$ cat config.mk
export PLATFORM = sky130hd
export DESIGN_NAME = reset_sequencer
export DESIGN_NICKNAME = d
export VERILOG_FILES = /design/src/rtl/reset_seq_pkg.sv /design/src/rtl/reset_seq_sync.sv /design/src/rtl/reset_sequencer.sv
export SDC_FILE = /design/constraint.sdc
export NUM_CORES = 1
export LEC_CHECK = 0
export CELL_PAD_IN_SITES_DETAIL_PLACEMENT = 0
export CELL_PAD_IN_SITES_GLOBAL_PLACEMENT = 1
export CORE_AREA = 4 4 67 69
export CTS_BUF_LIST = sky130_fd_sc_hd__clkbuf_2 sky130_fd_sc_hd__clkbuf_4 sky130_fd_sc_hd__clkbuf_8
export DETAILED_ROUTE_END_ITERATION = 6
export DIE_AREA = 0 0 71 73
export GPL_TIMING_DRIVEN = 0
export HOLD_SLACK_MARGIN = 0.12
export PLACE_DENSITY_LB_ADDON = 0.1
export SYNTH_ARGS = -nofsm -noshare
export SYNTH_HDL_FRONTEND = slang
export SYNTH_SLANG_ARGS = --single-unit
$ cat constraint.sdc
create_clock -name clk -period 4.9 [get_ports clk]
set_clock_uncertainty 0.2 [all_clocks]
set_input_delay 0.49 -clock clk [delete_from_list [all_inputs] [get_ports clk]]
set_output_delay 0.49 -clock clk [all_outputs]
set_load 0.005 [all_outputs]
$ cat src/rtl/reset_seq_pkg.sv
// Shared types and parameter checks for the reset sequencer.
package reset_seq_pkg;

    typedef enum logic [2:0] {
        ST_WAIT_LOCK = 3'd0,
        ST_STABLE    = 3'd1,
        ST_HOLD      = 3'd2,
        ST_RELEASE   = 3'd3,
        ST_RUN       = 3'd4
    } seq_state_e;

    localparam int STATE_W = 3;
    localparam int FAULT_W = 8;
    localparam int MAX_CH  = 16;

    // True when an interval can be held by a counter of the given width.
    function automatic bit interval_fits(input longint value, input int width);
        return (value >= 0) && (value < (longint'(1) << width));
    endfunction

    // True when the channel count is within the supported range.
    function automatic bit channels_ok(input int n);
        return (n >= 1) && (n <= MAX_CH);
    endfunction

endpackage

$ cat src/rtl/reset_seq_sync.sv
// Multi-flop synchroniser bringing the PLL lock into the sequencer clock domain.
module reset_seq_sync #(
    parameter int SYNC_STAGES = 2
) (
    input  logic clk,
    input  logic arst_n,
    input  logic locked_async,
    output logic locked_sync
);

    (* ASYNC_REG = "TRUE" *) logic [SYNC_STAGES-1:0] sync_q;

    // Shift the asynchronous lock through the chain; cleared on reset so lock reads low.
    always_ff @(posedge clk or negedge arst_n) begin
        if (!arst_n) begin
            sync_q <= '0;
        end else begin
            sync_q <= {sync_q[SYNC_STAGES-2:0], locked_async};
        end
    end

    assign locked_sync = sync_q[SYNC_STAGES-1];

endmodule

$ cat src/rtl/reset_sequencer.sv
// Power-on / recovery reset sequencer: waits for stable lock, holds all
// resets, then releases channels in index order with a fixed stagger.
module reset_sequencer
    import reset_seq_pkg::*;
#(
    parameter int N_CH        = 4,
    parameter int CNT_W       = 16,
    parameter int LOCK_STABLE = 1000,
    parameter int HOLD_CYCLES = 50000,
    parameter int STAGGER     = 100,
    parameter int SYNC_STAGES = 2,
    parameter int USE_LOCK    = 1
) (
    input  logic                clk,
    input  logic                arst_n,
    input  logic                i_locked,
    input  logic                i_soft_rst,
    output logic [N_CH-1:0]     o_rst_n,
    output logic                o_done,
    output logic [STATE_W-1:0]  o_state,
    output logic [FAULT_W-1:0]  o_fault_cnt
);

    localparam int IDX_W = (N_CH > 1) ? $clog2(N_CH) : 1;

    // A zero LOCK_STABLE behaves like one cycle of stability.
    localparam logic [CNT_W-1:0] LOCK_LAST    = CNT_W'((LOCK_STABLE > 0) ? LOCK_STABLE - 1 : 0);
    localparam logic [CNT_W-1:0] HOLD_LAST    = CNT_W'(HOLD_CYCLES - 1);
    localparam logic [CNT_W-1:0] STAGGER_LAST = CNT_W'(STAGGER - 1);
    // idx value at which the next stagger releases the final channel.
    localparam logic [IDX_W-1:0] IDX_PRE      = IDX_W'((N_CH > 1) ? N_CH - 2 : 0);
    localparam bit               SINGLE_CH    = (N_CH == 1);

    if (!channels_ok(N_CH)) begin : g_bad_nch
        $error("reset_sequencer: N_CH must be in 1..16");
    end
    if (!interval_fits(LOCK_STABLE, CNT_W) || !interval_fits(HOLD_CYCLES, CNT_W) ||
        !interval_fits(STAGGER, CNT_W)) begin : g_bad_interval
        $error("reset_sequencer: an interval does not fit in CNT_W bits");
    end
    if (HOLD_CYCLES == 0 || STAGGER == 0) begin : g_bad_zero
        $error("reset_sequencer: HOLD_CYCLES and STAGGER must be non-zero");
    end
    if (SYNC_STAGES < 2) begin : g_bad_sync
        $error("reset_sequencer: SYNC_STAGES must be at least 2");
    end

    seq_state_e        state;
    logic [CNT_W-1:0]  cnt;
    logic [IDX_W-1:0]  idx;
    logic              lk;

    function automatic logic [FAULT_W-1:0] sat_inc(input logic [FAULT_W-1:0] v);
        return (v == '1) ? v : v + FAULT_W'(1);
    endfunction

    if (USE_LOCK != 0) begin : g_lock_sync
        reset_seq_sync #(
            .SYNC_STAGES (SYNC_STAGES)
        ) u_sync (
            .clk          (clk),
            .arst_n       (arst_n),
            .locked_async (i_locked),
            .locked_sync  (lk)
        );
    end else begin : g_lock_const
        assign lk = 1'b1;
    end

    // Sequencer FSM with shared interval counter, release index and fault counter.
    always_ff @(posedge clk or negedge arst_n) begin
        if (!arst_n) begin
            state       <= ST_WAIT_LOCK;
            cnt         <= '0;
            idx         <= '0;
            o_rst_n     <= '0;
            o_done      <= 1'b0;
            o_fault_cnt <= '0;
        end else begin
            case (state)
                ST_WAIT_LOCK: begin
                    cnt     <= '0;
                    idx     <= '0;
                    o_rst_n <= '0;
                    o_done  <= 1'b0;
                    if (lk) state <= ST_STABLE;
                end
                ST_STABLE: begin
                    if (!lk) begin
                        state <= ST_WAIT_LOCK;
                        cnt   <= '0;
                    end else if (cnt == LOCK_LAST) begin
                        state <= ST_HOLD;
                        cnt   <= '0;
                    end else begin
                        cnt <= cnt + CNT_W'(1);
                    end
                end
                ST_HOLD: begin
                    if (!lk) begin
                        state       <= ST_WAIT_LOCK;
                        cnt         <= '0;
                        idx         <= '0;
                        o_rst_n     <= '0;
                        o_done      <= 1'b0;
                        o_fault_cnt <= sat_inc(o_fault_cnt);
                    end else if (cnt == HOLD_LAST) begin
                        cnt     <= '0;
                        idx     <= '0;
                        o_rst_n <= N_CH'(1);
                        if (SINGLE_CH) begin
                            state  <= ST_RUN;
                            o_done <= 1'b1;
                        end else begin
                            state <= ST_RELEASE;
                        end
                    end else begin
                        cnt <= cnt + CNT_W'(1);
                    end
                end
                ST_RELEASE, ST_RUN: begin
                    if (!lk) begin
                        state       <= ST_WAIT_LOCK;
                        cnt         <= '0;
                        idx         <= '0;
                        o_rst_n     <= '0;
                        o_done      <= 1'b0;
                        o_fault_cnt <= sat_inc(o_fault_cnt);
                    end else if (i_soft_rst) begin
                        state   <= ST_HOLD;
                        cnt     <= '0;
                        idx     <= '0;
                        o_rst_n <= '0;
                        o_done  <= 1'b0;
                    end else if (state == ST_RELEASE) begin
                        if (cnt == STAGGER_LAST) begin
                            // Released bits are contiguous from bit 0, so shifting in a 1 frees the next channel.
                            cnt     <= '0;
                            idx     <= idx + IDX_W'(1);
                            o_rst_n <= (o_rst_n << 1) | N_CH'(1);
                            if (idx == IDX_PRE) begin
                                state  <= ST_RUN;
                                o_done <= 1'b1;
                            end
                        end else begin
                            cnt <= cnt + CNT_W'(1);
                        end
                    end
                end
                default: begin
                    state   <= ST_WAIT_LOCK;
                    cnt     <= '0;
                    idx     <= '0;
                    o_rst_n <= '0;
                    o_done  <= 1'b0;
                end
            endcase
        end
    end

    assign o_state = state;

endmodule

==> results of run 1 <==
-- worst min path at each step --
stage                                             from                      endpoint  slack [ps]  cells after the start
after floorplan                                 arst_n                        cnt[0]          -6                      0
after global placement    g_lock_sync.u_sync.sync_q[0]  g_lock_sync.u_sync.sync_q[1]         140                      0
after detailed placement  g_lock_sync.u_sync.sync_q[0]  g_lock_sync.u_sync.sync_q[1]         130                      0
after CTS                 g_lock_sync.u_sync.sync_q[0]  g_lock_sync.u_sync.sync_q[1]         150                      0
after global routing      g_lock_sync.u_sync.sync_q[0]  g_lock_sync.u_sync.sync_q[1]         170                      0
final                     g_lock_sync.u_sync.sync_q[0]  g_lock_sync.u_sync.sync_q[1]         150                      0
-- stage by stage --
stage / setup WS (ps) / hold WS, ps / power [mW] / utilization [%]
after floorplan: 2500 / -5.59 / 0.559 / -
after global placement: 2050 / 137 / 0.663 / 54.2
after detailed placement: 2020 / 135 / 0.672 / 54.0
after CTS: 2250 / 151 / 0.890 / 56.6
after global routing: 2020 / 171 / 0.942 / 56.6
final: 2270 / 149 / 0.880 / 56.6
-- layer usage --
layer	part of all wire, %	track usage (%)
met2	48	25.1
met1	48	21.7
met5	0	0
met4	0.86	4.38
met3	3.4	4.13
-- cell families (layout without fill, tap and decap cells) --
kind of cell    after synthesis  after routing
fa+ha+maj                     3              3
flops                        36             36
compound gates               27             27
simple gates                 82             82
mux                           7              7
buf+inv                      14             42
xor+xnor                     19             19
-- cell type report --
type                    count  area [um2]
fillers                   374        1700
multi-input cells         138         903
flip-flops and latches     36         901
repair buffers             20         195
clock buffers               6        82.6
well taps                  50        62.6
inverters                   9        33.8
plain buffers               5        28.8
clock inverters             2        10.0
-- repair_timing --
item                                    in CTS  in global routing
hold endpoints to repair                    36                  0
hold buffers                                 1                  0
endpoints found under the setup margin       0                  0
-- registers in the layout, summed over array words and instances, names as in the netlist --
register,cells
o_rst_n,4
g_lock_sync.u_sync.sync_q,2
o_fault_cnt,8
o_done,1
cnt,16
idx,2
o_state,3
-- placed cells by master, fill, tap and decap left out, drive strengths merged, types with 7 or more instances in the layout --
cell / n
dfrtp: 36
nor2: 18
clkdlybuf4s50: 18
nand2: 18
xor2: 11
nand3: 10
inv: 9
o21ai: 9
clkbuf: 9
xnor2: 8
nor3: 8
and3: 7
-- worst max-delay path, stage by stage, from the launching register on --
cell and delay, ps:
dfrtp_1 380, clkbuf_2 160, or3b_1 170, clkbuf_1 270, a21o_1 300, a31o_4 150, nand3_1 160, nor2_1 220
clkbuf_1 370, nor2_1 110
-- power groups by stage --
stage | Sequential, mW | Clock, mW | Combinational (mW)
after floorplan | 0.382 | 0 | 0.178
after global placement | 0.385 | 0 | 0.278
after detailed placement | 0.388 | 0 | 0.283
after CTS | 0.383 | 0.221 | 0.286
after global routing | 0.390 | 0.235 | 0.317
final | 0.383 | 0.214 | 0.283
==> parameters.txt, run 1 <==
Parameter                              Value

Clock network
  Clock-pin slew of the registers on the worst-case setup and hold paths    70 ps
  Maximum number of buffers from clock root to sink    2
  CTS buffer count    5
  Worst skew pair latency    280 ps
  Clock Root Buffer    clkbuf_8
  Htree depth    2
  TritonCTS clock tree    yes
  Post-CTS sizing    0
  Clk sinks    36
  Number of post-CTS setup repair buffers    0

Setup path
  Launch instance of the worst register-to-register path    o_state[2]
  Critical Path Start Type    flip-flop
  Flop2flop setup slack    2270 ps
  Required time reported for the critical path endpoint    4850 ps
  R2R depth    9
  Capture instance of the worst register-to-register path    cnt[9]
  Critical path capture point type    flip-flop
  Arrival time worst endpoint    2580 ps
  Maximum fanout along the worst path    10
  Worst setup startpoint    o_state[2]
  Type of the worst setup path    reg2reg
  Destination of the critical timing path    cnt[9]

Synth
  Cell count after synthesis    188
  Proportion of synthesized area in mux cells    4.36%
  Post-synth net total    195
  Share of flip-flops with an asynchronous set or reset after synthesis    100%
  Fraction of the mapped netlist area in simple logic gates    23.4%
  Distinct cell type count after synthesis    43
  Per-instance average area after synthesis    9.93 um2
  Share of the synthesized area in the top cell type    48.3%
  Post-Synth Adder-Cell Area    2.01%
  Primary flip-flop cell chosen by synthesis mapping    dfrtp_1
  Cell with the most instances after synthesis    dfrtp_1
  Most used standard cells in the synthesized netlist    dfrtp_1, nor2_1, nand2_1, xor2_1, nand3_1
  Fraction of the mapped netlist area in compound gates    9.72%
  Number of synthesized flops with an enable pin    0
  Leading cell types by total area after synthesis    dfrtp_1, xor2_1, xnor2_1
  Main combinational cell family by area after synthesis    simple AND/OR/NAND/NOR gates
  Netlist Area Pre-Place    1870 um2
  Flip-flop and latch count after synthesis    36
  Leading area contributor after synthesis    dfrtp_1
  Share of the yosys chip area belonging to registers    48.3%
  XOR/XNOR share of the synthesized area    8.91%
  Number of warning messages in the yosys log    0

STA
  Summed negative setup slack over all endpoints    0 ps
  Final worst path period share    53.7%
  Max_slew headroom    48.4%
  Setup violation total in the final timing report    0
  Count of endpoints failing hold in the final timing report    0
  Highest clock rate    380 MHz
  Transition time at the pin with the least slew margin    773 ps
  Post-layout min period    2630 ps
  Fin. max-slew vios    0
  Unrepaired setup endpoints after global routing    false

Global routing
  Global-route wire length before repair    6580 um
  Antenna violations before repair    0
  Largest net degree at the start of global routing    37
  Number of global-route vias before repair    1403
  Final global-route overflow total    0
  Total global-route track usage    15.9%

Finish
  Net count, final    222
  Number of diodes added for antenna fixing    0
  Share of layout cells above drive strength 1    9.72%
  Post-route non-filler standard cell count    266
  Design Area, Final    2220 um2
  Area growth from synthesis to layout    18.8%

Min path
  Type of the most critical hold path    reg2reg

Job
  Max-Cap Viols    0

Power and ir drop
  Sw power    290 uW
  Static power due to leakage    0.957 nW
  Power density over the cells    397 nW/um2
  Worst ir drop on vdd    303 uV
  Part of the power in the clock network    24.3%
  Int Power    591 uW
  Switching share of power    32.9%
  Combinational power share    32.2%
  Fraction of power consumed by sequential logic    43.5%

Floorplan
  FP Rows    23
  Die footprint    5180 um2
  Starting density of the core    47.7%
  Area of the core    3910 um2
  Die outline width    71 um
  Die Span Y    73 um
  Count of boundary I/O pins    20

Placed design
  Port-buffer cells    19
  RePlAce Congestion    0.844
  # placed instances    257
  Total half-perimeter wirelength after legalization and detailed placement    2670 um
  Cell Area, Placed    2110 um2

Detailed routing
  Wire length per cell after detailed routing    14.0 um
  Router iterations before antenna repair    4
  Count of vias placed by the detailed router    1422
  Total routed wirelength    3730 um
  Via density per instance    5.35
  Antenna-violating nets left    0
  Detailed Route Iter0 Violations    105
  DRC    0

Run status
  Result of the run    finished, final reports clean
No activity file was read; power rests on OpenSTA's default activity.
==> inputs of run 2 (changes only) <==
--- a/config.mk
+++ b/config.mk
@@ -7,10 +7,10 @@
 export LEC_CHECK = 0
 export CELL_PAD_IN_SITES_DETAIL_PLACEMENT = 0
 export CELL_PAD_IN_SITES_GLOBAL_PLACEMENT = 1
-export CORE_AREA = 4 4 67 69
+export CORE_AREA = 4 4 73 75
 export CTS_BUF_LIST = sky130_fd_sc_hd__clkbuf_2 sky130_fd_sc_hd__clkbuf_4 sky130_fd_sc_hd__clkbuf_8
 export DETAILED_ROUTE_END_ITERATION = 6
-export DIE_AREA = 0 0 71 73
+export DIE_AREA = 0 0 77 79
 export GPL_TIMING_DRIVEN = 0
 export HOLD_SLACK_MARGIN = 0.12
 export PLACE_DENSITY_LB_ADDON = 0.1
==> constraint.sdc (replaced) <==
create_clock -name clk -period 2.39 [get_ports clk]
set_clock_uncertainty 0.2 [all_clocks]
set_input_delay 0.239 -clock clk [delete_from_list [all_inputs] [get_ports clk]]
set_output_delay 0.239 -clock clk [all_outputs]
set_load 0.005 [all_outputs]
==> parameters.txt, run 2 (synthesis results as in run 1) <==
Parameter                              Value

Finish
  Net count, final    232
  Commonest non-fill, non-tap cell in the layout    dfrtp_1
  Biggest registers after layout    cnt (16), o_fault_cnt (8), o_rst_n (4)
  Commonest non-fill, non-tap cells in the layout    dfrtp_1, clkdlybuf4s50_1, nand2_1, nor2_1, buf_4
  Number of diodes added for antenna fixing    0
  Fillers    443
  Post-route non-filler standard cell count    280
  Number of flip-flops in the largest register    16
  Most flop-heavy register    cnt
  Area growth from synthesis to layout    25.5%
  Share of layout cells above drive strength 1    17.3%

Floorplan
  Count of boundary I/O pins    20
  Starting density of the core    40.1%
  FP Rows    25
  Die footprint    6080 um2
  Die Span Y    79 um
  Area of the core    4660 um2
  Die outline width    77 um

Detailed routing
  Antenna-violating nets left    0
  Count of vias placed by the detailed router    1495
  DRC    0
  Wire length per cell after detailed routing    14.4 um
  Via density per instance    5.34
  Detailed Route Iter0 Violations    102
  Total routed wirelength    4030 um
  Router iterations before antenna repair    4

Power and ir drop
  Fraction of power consumed by sequential logic    39.5%
  Sw power    620 uW
  Static power due to leakage    1.02 nW
  Part of the power in the clock network    27.0%
  Combinational power share    33.5%
  Switching share of power    31.4%
  Worst ir drop on vdd    432 uV
  Power density over the cells    843 nW/um2
  Int Power    1.36 mW

Placed design
  Total half-perimeter wirelength after legalization and detailed placement    2800 um
  RePlAce Congestion    0.804
  # placed instances    261
  Port-buffer cells    19

Clock network
  Clk sinks    36
  Worst skew pair latency    290 ps
  CTS buffer count    5
  Clock-pin slew of the registers on the worst-case setup and hold paths    70 ps
  Clock Root Buffer    clkbuf_8
  Maximum number of buffers from clock root to sink    2
  TritonCTS clock tree    yes
  Htree depth    2

Run status
  Result of the run    finished, final reports clean

Setup path
  Type of the worst setup path    reg2reg
  Buf+Inv Stages, Crit Path    0
  Gate family responsible for the most delay along the worst path    simple AND/OR/NAND/NOR gates
  Required time reported for the critical path endpoint    2370 ps
  Arrival time worst endpoint    2330 ps
  Cell breakdown of the critical path    or4b_4 -> nor3_4 -> a21bo_2 -> nand2_2 -> or3_4 -> mux2_4
  Critical path capture point type    flip-flop
  Critical Path Slowest Stage Cell    or4b_4
  Critical Path Start Type    flip-flop
  Maximum fanout along the worst path    6
  Delay of the slowest critical-path stage    570 ps

Global routing
  Number of global-route vias before repair    1500
  Antenna violations before repair    0
  Global-route wire length before repair    7130 um
  Largest net degree at the start of global routing    37
  Final global-route overflow total    0
  Total global-route track usage    14.7%

STA
  Final worst path period share    98.4%
  Worst slack on hold paths    162 ps
  Count of endpoints failing hold in the final timing report    0
  Setup violation total in the final timing report    0
  Transition time at the pin with the least slew margin    809 ps
  Unrepaired setup endpoints after global routing    true
  Max_slew headroom    46.0%
  Fin. max-slew vios    0
  Post-layout min period    2350 ps
  Highest clock rate    425 MHz

Job
  Max-Cap Viols    0

Min path
  Type of the most critical hold path    reg2reg
## run 2: changes by cell type in the layout (fill, tap and decap cells not counted), moves of 2 or more
cell,delta
or3_1,-2
or3_4,+2
buf_4,+12
clkbuf_1,-2
## run 2: stage by stage
stage	setup TNS (ps)	utilization [%]	total power, mW	area (um2)	setup WS, ps
finish	0	50.3	1.98	2340	37.3
global route	-62.6	50.3	2.11	2340	-28.8
CTS	-42.3	49.6	1.97	2310	-21.8
detailed placement	-2740	45.5	1.38	2120	-218
global placement	-2930	45.6	1.37	2120	-226
floorplan	-4.03	-	1.15	1870	-2.02
## run 2: cell type report
cell class / count / area [um2] / share of cell area, %
multi-input cells: 138 / 927 / 39.6
flip-flops and latches: 36 / 901 / 38.4
repair buffers: 32 / 285 / 12.2
clock buffers: 5 / 68.8 / 2.94
well taps: 54 / 67.6 / 2.88
clock inverters: 3 / 42.5 / 1.82
inverters: 9 / 33.8 / 1.44
plain buffers: 3 / 17.5 / 0.747
## run 2: power groups by stage
stage,Clock [mW],Sequential [mW],Combinational [mW]
2_1_floorplan,0,0.783,0.364
3_3_place_gp,0,0.790,0.577
3_5_place_dp,0,0.796,0.581
4_1_cts,0.549,0.785,0.637
5_1_grt,0.582,0.802,0.730
6_report,0.533,0.781,0.663
## run 2: final timing paths
path	start	endpoint	slack, ps	cells after the start
max in group asynchronous	arst_n	o_fault_cnt[7]	1110	2
min reg2reg	g_lock_sync.u_sync.sync_q[0]	g_lock_sync.u_sync.sync_q[1]	160	0
max	cnt[11]	idx[0]	40	6
min	g_lock_sync.u_sync.sync_q[0]	g_lock_sync.u_sync.sync_q[1]	160	0
min in group asynchronous	arst_n	o_state[1]	370	2
max reg2reg	cnt[11]	idx[0]	40	6
## run 2: what timing repair did
action | 4_1_cts | 5_1_grt
hold buffers | 1 | 0
endpoints found under the hold margin | 36 | 0
pin swaps | 4 | 1
buffers inserted | 8 | 4
resized for setup | 4 | 6
setup endpoints to repair | 18 | 20
## run 2: routing by layer
| metal | vias to the layer above | GRT usage, % | routed length, um |
|---|---|---|---|
| met2 | 29 | 24.2 | 1930 |
| met3 | 6 | 3.85 | 122 |
| met1 | 727 | 19.1 | 1930 |
| li1 | 733 | - | - |
| met5 | - | 0 | 0 |
| met4 | 0 | 3.91 | 42 |
==> inputs of run 3 (changes only) <==
--- a/config.mk
+++ b/config.mk
@@ -7,10 +7,10 @@
 export LEC_CHECK = 0
 export CELL_PAD_IN_SITES_DETAIL_PLACEMENT = 0
 export CELL_PAD_IN_SITES_GLOBAL_PLACEMENT = 1
-export CORE_AREA = 4 4 73 75
+export CORE_AREA = 4 4 67 69
 export CTS_BUF_LIST = sky130_fd_sc_hd__clkbuf_2 sky130_fd_sc_hd__clkbuf_4 sky130_fd_sc_hd__clkbuf_8
 export DETAILED_ROUTE_END_ITERATION = 6
-export DIE_AREA = 0 0 77 79
+export DIE_AREA = 0 0 71 73
 export GPL_TIMING_DRIVEN = 0
 export HOLD_SLACK_MARGIN = 0.12
 export PLACE_DENSITY_LB_ADDON = 0.1
==> constraint.sdc (replaced) <==
create_clock -name clk -period 2.85 [get_ports clk]
set_clock_uncertainty 0.2 [all_clocks]
set_input_delay 0.285 -clock clk [delete_from_list [all_inputs] [get_ports clk]]
set_output_delay 0.285 -clock clk [all_outputs]
set_load 0.005 [all_outputs]
==> parameters.txt, run 3 (synthesis results as in run 1) <==
Parameter                              Value

Clock network
  Maximum number of buffers from clock root to sink    2
  Clock-pin slew of the registers on the worst-case setup and hold paths    70 ps
  Worst skew pair latency    280 ps
  Clk sinks    36
  Clock Root Buffer    clkbuf_8
  TritonCTS clock tree    yes
  Number of post-CTS setup repair buffers    0
  Htree depth    2
  CTS buffer count    5

Detailed routing
  Topmost layer with routed signal wires    met4
  Wire length per cell after detailed routing    14.0 um
  Metal1 wirelength    1780 um
  Count of vias placed by the detailed router    1425
  DRC    0
  Antenna-violating nets left    0
  Via density per instance    5.36
  Sum of met2 wire segment lengths after detailed routing    1790 um
  Router iterations before antenna repair    4
  Detailed Route Iter0 Violations    104
  Met3 wirelength from detailed routing    131 um
  Total routed wirelength    3730 um

Global routing
  Total global-route track usage    15.9%
  Final global-route overflow total    0
  Number of global-route vias before repair    1403
  Global-route wire length before repair    6580 um
  Largest net degree at the start of global routing    37
  Antenna violations before repair    0

Setup path
  Type of the worst setup path    reg2reg
  Critical Path Start Type    flip-flop
  Critical Path Slowest Stage Cell    dfrtp_1
  Critical path capture point type    flip-flop
  Cell breakdown of the critical path    clkbuf_2 -> or3b_1 -> clkbuf_1 -> a21o_1 -> a31o_4 -> nand2_2 -> or3_1 -> buf_6 -> mux2_4
  Buf+Inv Stages, Crit Path    3
  Arrival time worst endpoint    2580 ps
  Maximum fanout along the worst path    9
  Delay of the slowest critical-path stage    380 ps
  Required time reported for the critical path endpoint    2820 ps
  Gate family responsible for the most delay along the worst path    buffers and inverters

STA
  Highest clock rate    383 MHz
  Count of endpoints failing hold in the final timing report    0
  Worst slack on hold paths    149 ps
  Final worst path period share    91.7%
  Fin. max-slew vios    0
  Unrepaired setup endpoints after global routing    false
  Summed negative setup slack over all endpoints    0 ps
  Setup violation total in the final timing report    0
  Post-layout min period    2610 ps
  Transition time at the pin with the least slew margin    773 ps
  Max_slew headroom    48.4%

Placed design
  Port-buffer cells    19
  RePlAce Congestion    0.844
  # placed instances    257
  Total half-perimeter wirelength after legalization and detailed placement    2670 um

Floorplan
  Die Span Y    73 um
  Starting density of the core    47.7%
  FP Rows    23
  Die footprint    5180 um2
  Count of boundary I/O pins    20
  Die outline width    71 um
  Area of the core    3910 um2

Min path
  Type of the most critical hold path    reg2reg

Run status
  Result of the run    finished, final reports clean

Job
  Max-Cap Viols    0

Finish
  Number of flip-flops in the largest register    16
  Biggest registers after layout    cnt (16), o_fault_cnt (8), o_rst_n (4)
  Post-route non-filler standard cell count    266
  Most flop-heavy register    cnt
  Area growth from synthesis to layout    18.8%
  Share of layout cells above drive strength 1    10.2%
  Net count, final    222
  Commonest non-fill, non-tap cells in the layout    dfrtp_1, nor2_1, clkdlybuf4s50_1
  Number of diodes added for antenna fixing    0
  Commonest non-fill, non-tap cell in the layout    dfrtp_1
  Fin util    56.7%

Power and ir drop
  Total power    1.52 mW
  Power density over the cells    683 nW/um2
  Static power due to leakage    0.960 nW
  Worst ir drop on vdd    521 uV
-- run 3: cell count changes in the layout (fill, tap and decap cells not counted), moves of 2 or more --
cell / before / now
buf_4: 12 / 0
clkbuf_2: 0 / 2
or3_1: 0 / 2
or3_4: 2 / 0
-- run 3: worst reg2reg max path, cell delays in order, from the launching register on --
cell and delay (ps):
dfrtp_1 380, clkbuf_2 160, or3b_1 180, clkbuf_1 270
a21o_1 300, a31o_4 150, nand2_2 50, or3_1 360
buf_6 150, mux2_4 290
-- run 3: report_power, final --
| part | internal [mW] | leakage [nW] | switching, mW |
|---|---|---|---|
| combinational | 0.248 | 0.424 | 0.241 |
| clock | 0.193 | 0.0510 | 0.175 |
| sequential | 0.577 | 0.485 | 0.0819 |
| total | 1.02 | 0.960 | 0.498 |
-- run 3: worst paths after layout --
path,slack (ps),end,cells after the start,from
setup reg to reg,240,idx[1],9,o_state[2]
hold / removal,150,g_lock_sync.u_sync.sync_q[1],0,g_lock_sync.u_sync.sync_q[0]
min in group asynchronous,410,cnt[0],2,arst_n
hold reg to reg,150,g_lock_sync.u_sync.sync_q[1],0,g_lock_sync.u_sync.sync_q[0]
max in group asynchronous,1550,cnt[13],2,arst_n
setup / recovery,240,idx[1],9,o_state[2]
-- run 3: metal layers --
metal | vias to the layer above | track usage, %
met5 | - | 0
met1 | 690 | 21.7
met4 | 0 | 4.38
met3 | 4 | 4.13
li1 | 708 | -
met2 | 23 | 25.1
-- run 3: cell type report --
class                           instances  area, um2
Fill cell                             373       1700
Multi-Input combinational cell        138        903
Sequential cell                        36        901
Timing Repair Buffer                   20        195
Clock buffer                            6       82.6
Tap cell                               50       62.6
Inverter                                9       33.8
Buffer                                  5       30.0
Clock inverter                          2       10.0
-- run 3: metrics by stage --
step	worst slack, ps	cell area, um2
finish	237	2220
global route	86.8	2220
CTS	202	2220
detailed placement	178	2110
global placement	209	2120
floorplan	451	1870
-- run 3: what timing repair did --
item | in CTS | in global routing
hold buffers | 1 | 0
setup endpoints to repair | 0 | 7
gates resized for setup | 0 | 2
endpoints found under the hold margin | 36 | 0
